===== src/rtl/obj_buffer_ring.sv =====
// obj_buffer_ring
//   First-word-fall-through ring of serializer entries plus a stack of object
//   base addresses. The ring holds {field_id, nested, wire type, offset}
//   entries. When an entry leaves the head, the stack tracks which C++ object
//   owns the next entry:
//     - a nested entry opens a child object at parent_base + offset;
//     - a field_id 0 entry closes the current child object.
//   A field_id 0 entry seen at depth 0 is the terminal marker. It is never
//   offered to the serializer; it retires by itself and pulses done.
//
// Ports
//   clk, reset                  clock; asynchronous active-low reset
//   base_load, base_addr_in     load the root base address (only when idle)
//   in_valid/in_ready/in_*      producer side (field_id, nested, type, offset)
//   out_valid/out_ready/out_*   serializer side, head entry fields
//   out_end                     head is a non-terminal end marker
//   out_base_addr               base address of the object owning the head
//   depth, count                nesting depth, ring occupancy
//   done                        terminal marker retires this cycle
//   err_overflow, err_load      sticky errors, cleared only by reset
module obj_buffer_ring #(
  parameter int unsigned       DEPTH       = 64,
  parameter int unsigned       STACK_DEPTH = 16,
  parameter int unsigned       ADDR_W      = 64,
  parameter int unsigned       FIELD_W     = 8,
  parameter int unsigned       OFFSET_W    = 32,
  parameter logic [ADDR_W-1:0] RESET_BASE  = 'h100
) (
  input  logic                               clk,
  input  logic                               reset,
  input  logic                               base_load,
  input  logic [ADDR_W-1:0]                  base_addr_in,
  input  logic                               in_valid,
  output logic                               in_ready,
  input  logic [FIELD_W-1:0]                 in_field_id,
  input  logic                               in_nested,
  input  logic [2:0]                         in_type,
  input  logic [OFFSET_W-1:0]                in_offset,
  output logic                               out_valid,
  input  logic                               out_ready,
  output logic [FIELD_W-1:0]                 out_field_id,
  output logic                               out_nested,
  output logic [2:0]                         out_type,
  output logic [OFFSET_W-1:0]                out_offset,
  output logic                               out_end,
  output logic [ADDR_W-1:0]                  out_base_addr,
  output logic [$clog2(STACK_DEPTH+1)-1:0]   depth,
  output logic [$clog2(DEPTH+1)-1:0]         count,
  output logic                               done,
  output logic                               err_overflow,
  output logic                               err_load
);

  localparam int unsigned RAW = $clog2(DEPTH);          // ring index width
  localparam int unsigned PW  = RAW + 1;                // pointer width with wrap bit
  localparam int unsigned CW  = $clog2(DEPTH + 1);      // count width
  localparam int unsigned SAW = $clog2(STACK_DEPTH);    // stack index width
  localparam int unsigned DW  = $clog2(STACK_DEPTH + 1);

  typedef struct packed {
    logic [FIELD_W-1:0]  field_id;
    logic                nested;
    logic [2:0]          wtype;
    logic [OFFSET_W-1:0] offset;
  } entry_t;

  entry_t              ring_mem [DEPTH];
  logic [PW-1:0]       head;
  logic [PW-1:0]       tail;
  // The root base lives in its own register so it can be reset on its own.
  // Slot 0 of stack_mem is therefore never used.
  logic [ADDR_W-1:0]   base_root;
  logic [ADDR_W-1:0]   stack_mem [STACK_DEPTH];

  entry_t              head_entry;
  logic                non_empty;
  logic                head_marker;
  logic                terminal;
  logic                push;
  logic                pop;
  logic                idle;
  logic                at_top;
  logic                open_child;
  logic [SAW-1:0]      child_slot;
  logic [ADDR_W-1:0]   child_base;

  // The wrap bit lets a full ring (count == DEPTH) be told apart from an
  // empty one.
  assign count       = CW'(tail - head);
  assign non_empty   = (count != '0);
  assign in_ready    = (count != CW'(DEPTH));
  assign head_entry  = ring_mem[head[RAW-1:0]];
  assign head_marker = (head_entry.field_id == '0);

  // The terminal marker is hidden from the serializer and retires on the next
  // edge. done marks the cycle it sits at the head.
  assign terminal  = non_empty && head_marker && (depth == '0);
  assign out_valid = non_empty && !terminal;
  assign out_end   = non_empty && head_marker && (depth != '0);
  assign done      = terminal;

  assign out_field_id = head_entry.field_id;
  assign out_nested   = head_entry.nested;
  assign out_type     = head_entry.wtype;
  assign out_offset   = head_entry.offset;

  assign push   = in_valid && in_ready;
  assign pop    = out_valid && out_ready;
  assign idle   = !non_empty && (depth == '0);
  assign at_top = (depth == DW'(STACK_DEPTH - 1));

  assign out_base_addr = (depth == '0) ? base_root : stack_mem[depth[SAW-1:0]];
  assign child_slot    = depth[SAW-1:0] + SAW'(1);
  assign child_base    = out_base_addr + ADDR_W'(head_entry.offset);
  // An end marker pops the stack even if its nested bit is set.
  // A nested entry at the top of the stack only raises err_overflow.
  assign open_child    = pop && !head_marker && head_entry.nested && !at_top;

  always_ff @(posedge clk or negedge reset) begin
    if (!reset) begin
      head         <= '0;
      tail         <= '0;
      depth        <= '0;
      base_root    <= RESET_BASE;
      err_overflow <= 1'b0;
      err_load     <= 1'b0;
    end else begin
      if (push) tail <= tail + PW'(1);
      if (pop || terminal) head <= head + PW'(1);

      // A popped marker always has depth > 0 (terminal markers never pop).
      if (pop && head_marker) begin
        depth <= depth - DW'(1);
      end else if (pop && head_entry.nested) begin
        if (at_top) err_overflow <= 1'b1;
        else        depth        <= depth + DW'(1);
      end

      if (base_load) begin
        if (idle) base_root <= base_addr_in;
        else      err_load  <= 1'b1;
      end
    end
  end

  // NOTE: ring and stack contents carry no reset. count and depth gate every
  // read, so a slot is always written before it is used, and these arrays can
  // map onto plain RAM.
  always_ff @(posedge clk) begin
    if (push) begin
      ring_mem[tail[RAW-1:0]] <= '{field_id: in_field_id, nested: in_nested,
                                   wtype: in_type, offset: in_offset};
    end
    if (open_child) stack_mem[child_slot] <= child_base;
  end

endmodule


===== config.mk =====
export PLATFORM = sky130hd
export DESIGN_NAME = obj_buffer_ring
export DESIGN_NICKNAME = d
export VERILOG_FILES = /design/src/rtl/obj_buffer_ring.sv
export SDC_FILE = /design/constraint.sdc
export NUM_CORES = 2
export LEC_CHECK = 0
export ABC_AREA = 1
export CAP_MARGIN = 40
export CORE_MARGIN = 10
export CORE_UTILIZATION = 45
export CTS_CLUSTER_DIAMETER = 120
export DETAILED_ROUTE_END_ITERATION = 16
export PLACE_DENSITY_LB_ADDON = 0.05
export SLEW_MARGIN = 15
export SYNTH_ARGS = -nofsm -noshare
export SYNTH_HDL_FRONTEND = slang
export SYNTH_SLANG_ARGS = --single-unit

===== constraint.sdc =====
create_clock -name clk -period 19.2 [get_ports clk]
set_clock_uncertainty 0.05 [all_clocks]
set_input_delay 1.92 -clock clk [delete_from_list [all_inputs] [get_ports clk]]
set_output_delay 1.92 -clock clk [all_outputs]
set_load 0.01 [all_outputs]

==> out/summary.md <==
The tools report the number of violations of the max-capacitance limit as 0. The buffer type at the clock tree root was sky130_fd_sc_hd__clkbuf_16. The tools report the cell count after placement as 16300. The critical path goes through inv_8 > buf_4 > buf_4 > buf_4 > o21ai_0 > o22ai_1 > o211ai_1 > nand3_1 > a21oi_1 > a221oi_2 > clkdlybuf4s50_1. After the last flow step, the layout net total stands at 12300. The flow ran to the end, and the final reports show no timing, DRC or antenna violations. In the global route stage, met3 resource usage came out at 4.47%.

The average vias per placed instance is 6.04. The die covers 0.370 mm2. For the initial standard-cell utilization of the core, the log shows 45.1%.

The critical path is of the reg2out type. For this run, the slowest stage of the critical path takes 860 ps. In this run the vertical extent of the chip is 609 um. For met2 alone, demand over resource in global routing was 44.6%. The logs give 12000 for the number of nets produced by synthesis and 0 for the post-CTS setup-driven buffer insertion count. From left edge to right edge, the die measures 609 um. After layout, the worst path uses 49.4% of the clock period. Routability-driven placement finished with a final weighted congestion of 0.860.

The fraction of post-synthesis cell area in the top cell type by area is 73.9%. The commonest register cell after synthesis is sky130_fd_sc_hd__edfxtp_1. In the synthesized netlist the async set-or-reset flop fraction comes to 2.17%. The post-synthesis sequential area ratio is 75.3%. For the initial antenna violation count, the log shows 38. The logs give 38.1% for the global routing usage on met1 and 0 for the final setup violation count. The run gives 0.346 mm2 as the placeable core region. Along the worst path, the maximum fanout reaches 126. Total clock sinks: 3925. Once detail routing completed, the nets flagged for antenna violations numbered 0.

The filler cells instantiated in the layout total 29000. Measured against its own limit, the worst slew margin works out to 32.7%. After the first detailed-routing iteration, the DRC count stood at 11900. The clock buffer count from CTS came out at 415. The multi-input combinational cells in the finished layout cover a total of 0.0346 mm2.

In this run the power density over the cells is 193 mW/mm2. For this run, the total global-route usage over all layers was measured as 27.4%. After global routing, the most crowded layer is met2. In this run the deepest clock path goes through 4 buffers. 239 I/O pins were placed. The average instance area after synthesis was 13.2 um2; the setup TNS was 0 ps.

After synthesis, the cell types taking the most area are sky130_fd_sc_hd__edfxtp_1, sky130_fd_sc_hd__o21ai_0, sky130_fd_sc_hd__nand2_1, sky130_fd_sc_hd__nor2_1, sky130_fd_sc_hd__nand3_1. The sort of element at the end of the critical path is an output pin. The number of global-route vias before repair was 97900; the gate count after technology mapping was 11800.

Clock latency on the worst-skew pair, taken at its later pin, is 990 ps. The startpoint class of the critical path is a flip-flop. CTS built an H-tree with a depth of 5. For the wire length after detailed routing, the log shows 528 mm. Timing would allow up to 105 MHz. The number of port buffers was 238. The post-synthesis to final-layout area growth came out at 15.5%.

The synthesized design contains 3925 register bits. Once layout is complete, the utilization of the core stands at 52.1%. The run gives 0.117 mm2 as the area of all sequential standard cells. The cell with the most instances after synthesis is sky130_fd_sc_hd__edfxtp_1.

The tools report the number of buffers inserted for hold repair after clock tree synthesis as 0. The arrival time of the worst setup path is 7520 ps, and the post-route total power is 34700 uW. Subtracting the final worst setup slack from the clock period gives 9490 ps. For this run the aggregate overflow at the end of global routing stands at 0. The tightest min-delay check is of the reg2reg type.

VDD sags by at most 0.000274 V. In the synthesized netlist, the cells that appear most often are sky130_fd_sc_hd__edfxtp_1, sky130_fd_sc_hd__nand2_1, sky130_fd_sc_hd__nor2_1. The number of unique standard cell types used by synthesis was 63. Via total after detailed routing: 103000. TritonCTS built the clock tree.

The wire length per cell after detailed routing came out at 31.0 um. Final max-slew violation count: 0. Of the cells placed in the final design, the portion with a size suffix greater than 1 is 9.96%. The tools report the global-route wire length before repair as 742 mm. The first detailed-routing pass took 6 iterations.

Data on the critical path is required at its endpoint by 17230 ps. The count of flip-flops with a built-in enable after synthesis was 3840. The number of failing hold endpoints at the final stage is 0, and the remaining routing DRC violations is 0.

The cell taking the most area after synthesis was sky130_fd_sc_hd__edfxtp_1. Setup repair after global routing left no endpoint under its margin. The largest net degree at the start of global routing was 185; the final cell count without fillers was 17100.

The synthesis warning total was 0; the count of instances resized after the clock tree is built was 0. For the final hold slack, the log shows 429 ps. The post-synthesis instance area was 0.156 mm2. For this design, the slowest cell found on the critical path is sky130_fd_sc_hd__buf_4.

The floorplan has 216 rows. The cell repeated most along the worst path was sky130_fd_sc_hd__buf_4. The run gives 0.0598 uW as the leakage power figure.

Clock-pin slew was measured on the worst setup and hold paths at 60 ps. The detailed placement HPWL came out at 299 mm. At the pin with the least slew margin, the transition time is 1010 ps.
layer usage:
metal  wire length (um)  up-vias
li1                   -    44500
met1             219000    53000
met2             249000     4637
met3              42800      866
met4              17100       22
met5                142        -
registers in the layout, summed over array words and instances (netlist names):
signal and flops:
base_root 64, depth 5, err_load 1, err_overflow 1, head 7, ring_mem 2816, stack_mem 1024, tail 7
final timing paths:
kind | start | end | slack [ps] | cells past startpoint
hold reg to reg | err_load$_DFFE_PN0P_ | err_load$_DFFE_PN0P_ | 430 | 1
max in group asynchronous | reset | base_root[20]$_DFFE_PN0P_ | 16950 | 3
hold / removal | err_load$_DFFE_PN0P_ | err_load$_DFFE_PN0P_ | 430 | 1
setup reg to reg | head[1]$_DFFE_PN0P_ | stack_mem[15][63]$_DFFE_PP_ | 10290 | 22
min in group asynchronous | reset | base_root[38]$_DFFE_PN0P_ | 810 | 1
setup / recovery | head[1]$_DFFE_PN0P_ | out_offset[15] | 9710 | 11
layout make-up:
cell class | count | area share, %
diodes | 7 | 0.00973
clock buffers | 520 | 6.10
clock inverters | 250 | 1.25
inverters | 300 | 0.653
multi-input cells | 6825 | 19.2
flip-flops and latches | 3925 | 65.2
well taps | 4578 | 3.18
repair buffers | 664 | 4.37
where the power goes:
part           switching (uW)  total (uW)  internal [uW]  leakage, uW
clock                    3360        7870           4510      0.00644
combinational           10200       14100           3910       0.0177
sequential                262       12700          12400       0.0357
total                   13900       34700          20800       0.0598
critical path: cells and delay by family, from the launching register on:
| family | cells | cell delay (ps) |
|---|---|---|
| AOI/OAI and AO/OA | 5 | 1370 |
| buffers and inverters | 5 | 3890 |
| DFF | 1 | 740 |
| and+or+nand+nor | 1 | 170 |
cell usage in the layout, fill, tap and decap left out, drive strengths merged, types with 4 or more instances in the layout:
cell type and count:
edfxtp 3840, nand2 1746, nor2 1592, o21ai 1341, clkbuf 527, nand3 519, buf 464, o22ai 360
inv 306, a22oi 257, o221ai 225, clkinv 195, clkdlybuf4s50 193, nand4 155, a31oi 135, a21oi 122
o211ai 108, dfrtp 84, mux2 59, xor2 49, ha 43, bufinv 34, a221o 21, xnor2 19
a41oi 16, clkinvlp 15, diode 7, or2 7, nor3 6, o21bai 5, o21a 5, and3 4
o311a 4
cell families after synthesis:
kind of cell,share of synthesized area (%)
xor gates and xnor gates,0.382
buffers and inverters,2.90
and+or+nand+nor,10.5
DFF,75.3
adders and majority gates,0.384
AOI/OAI and AO/OA,10.1
muxes,0.426
metrics by stage:
step | area, um2 | setup WS (ps)
after floorplan | 156000 | 12230
after global placement | 163000 | 9720
after detailed placement | 166000 | 10200
after CTS | 180000 | 9600
after global routing | 180000 | 9420
final | 180000 | 9710
No activity file was read; power rests on OpenSTA's default activity.
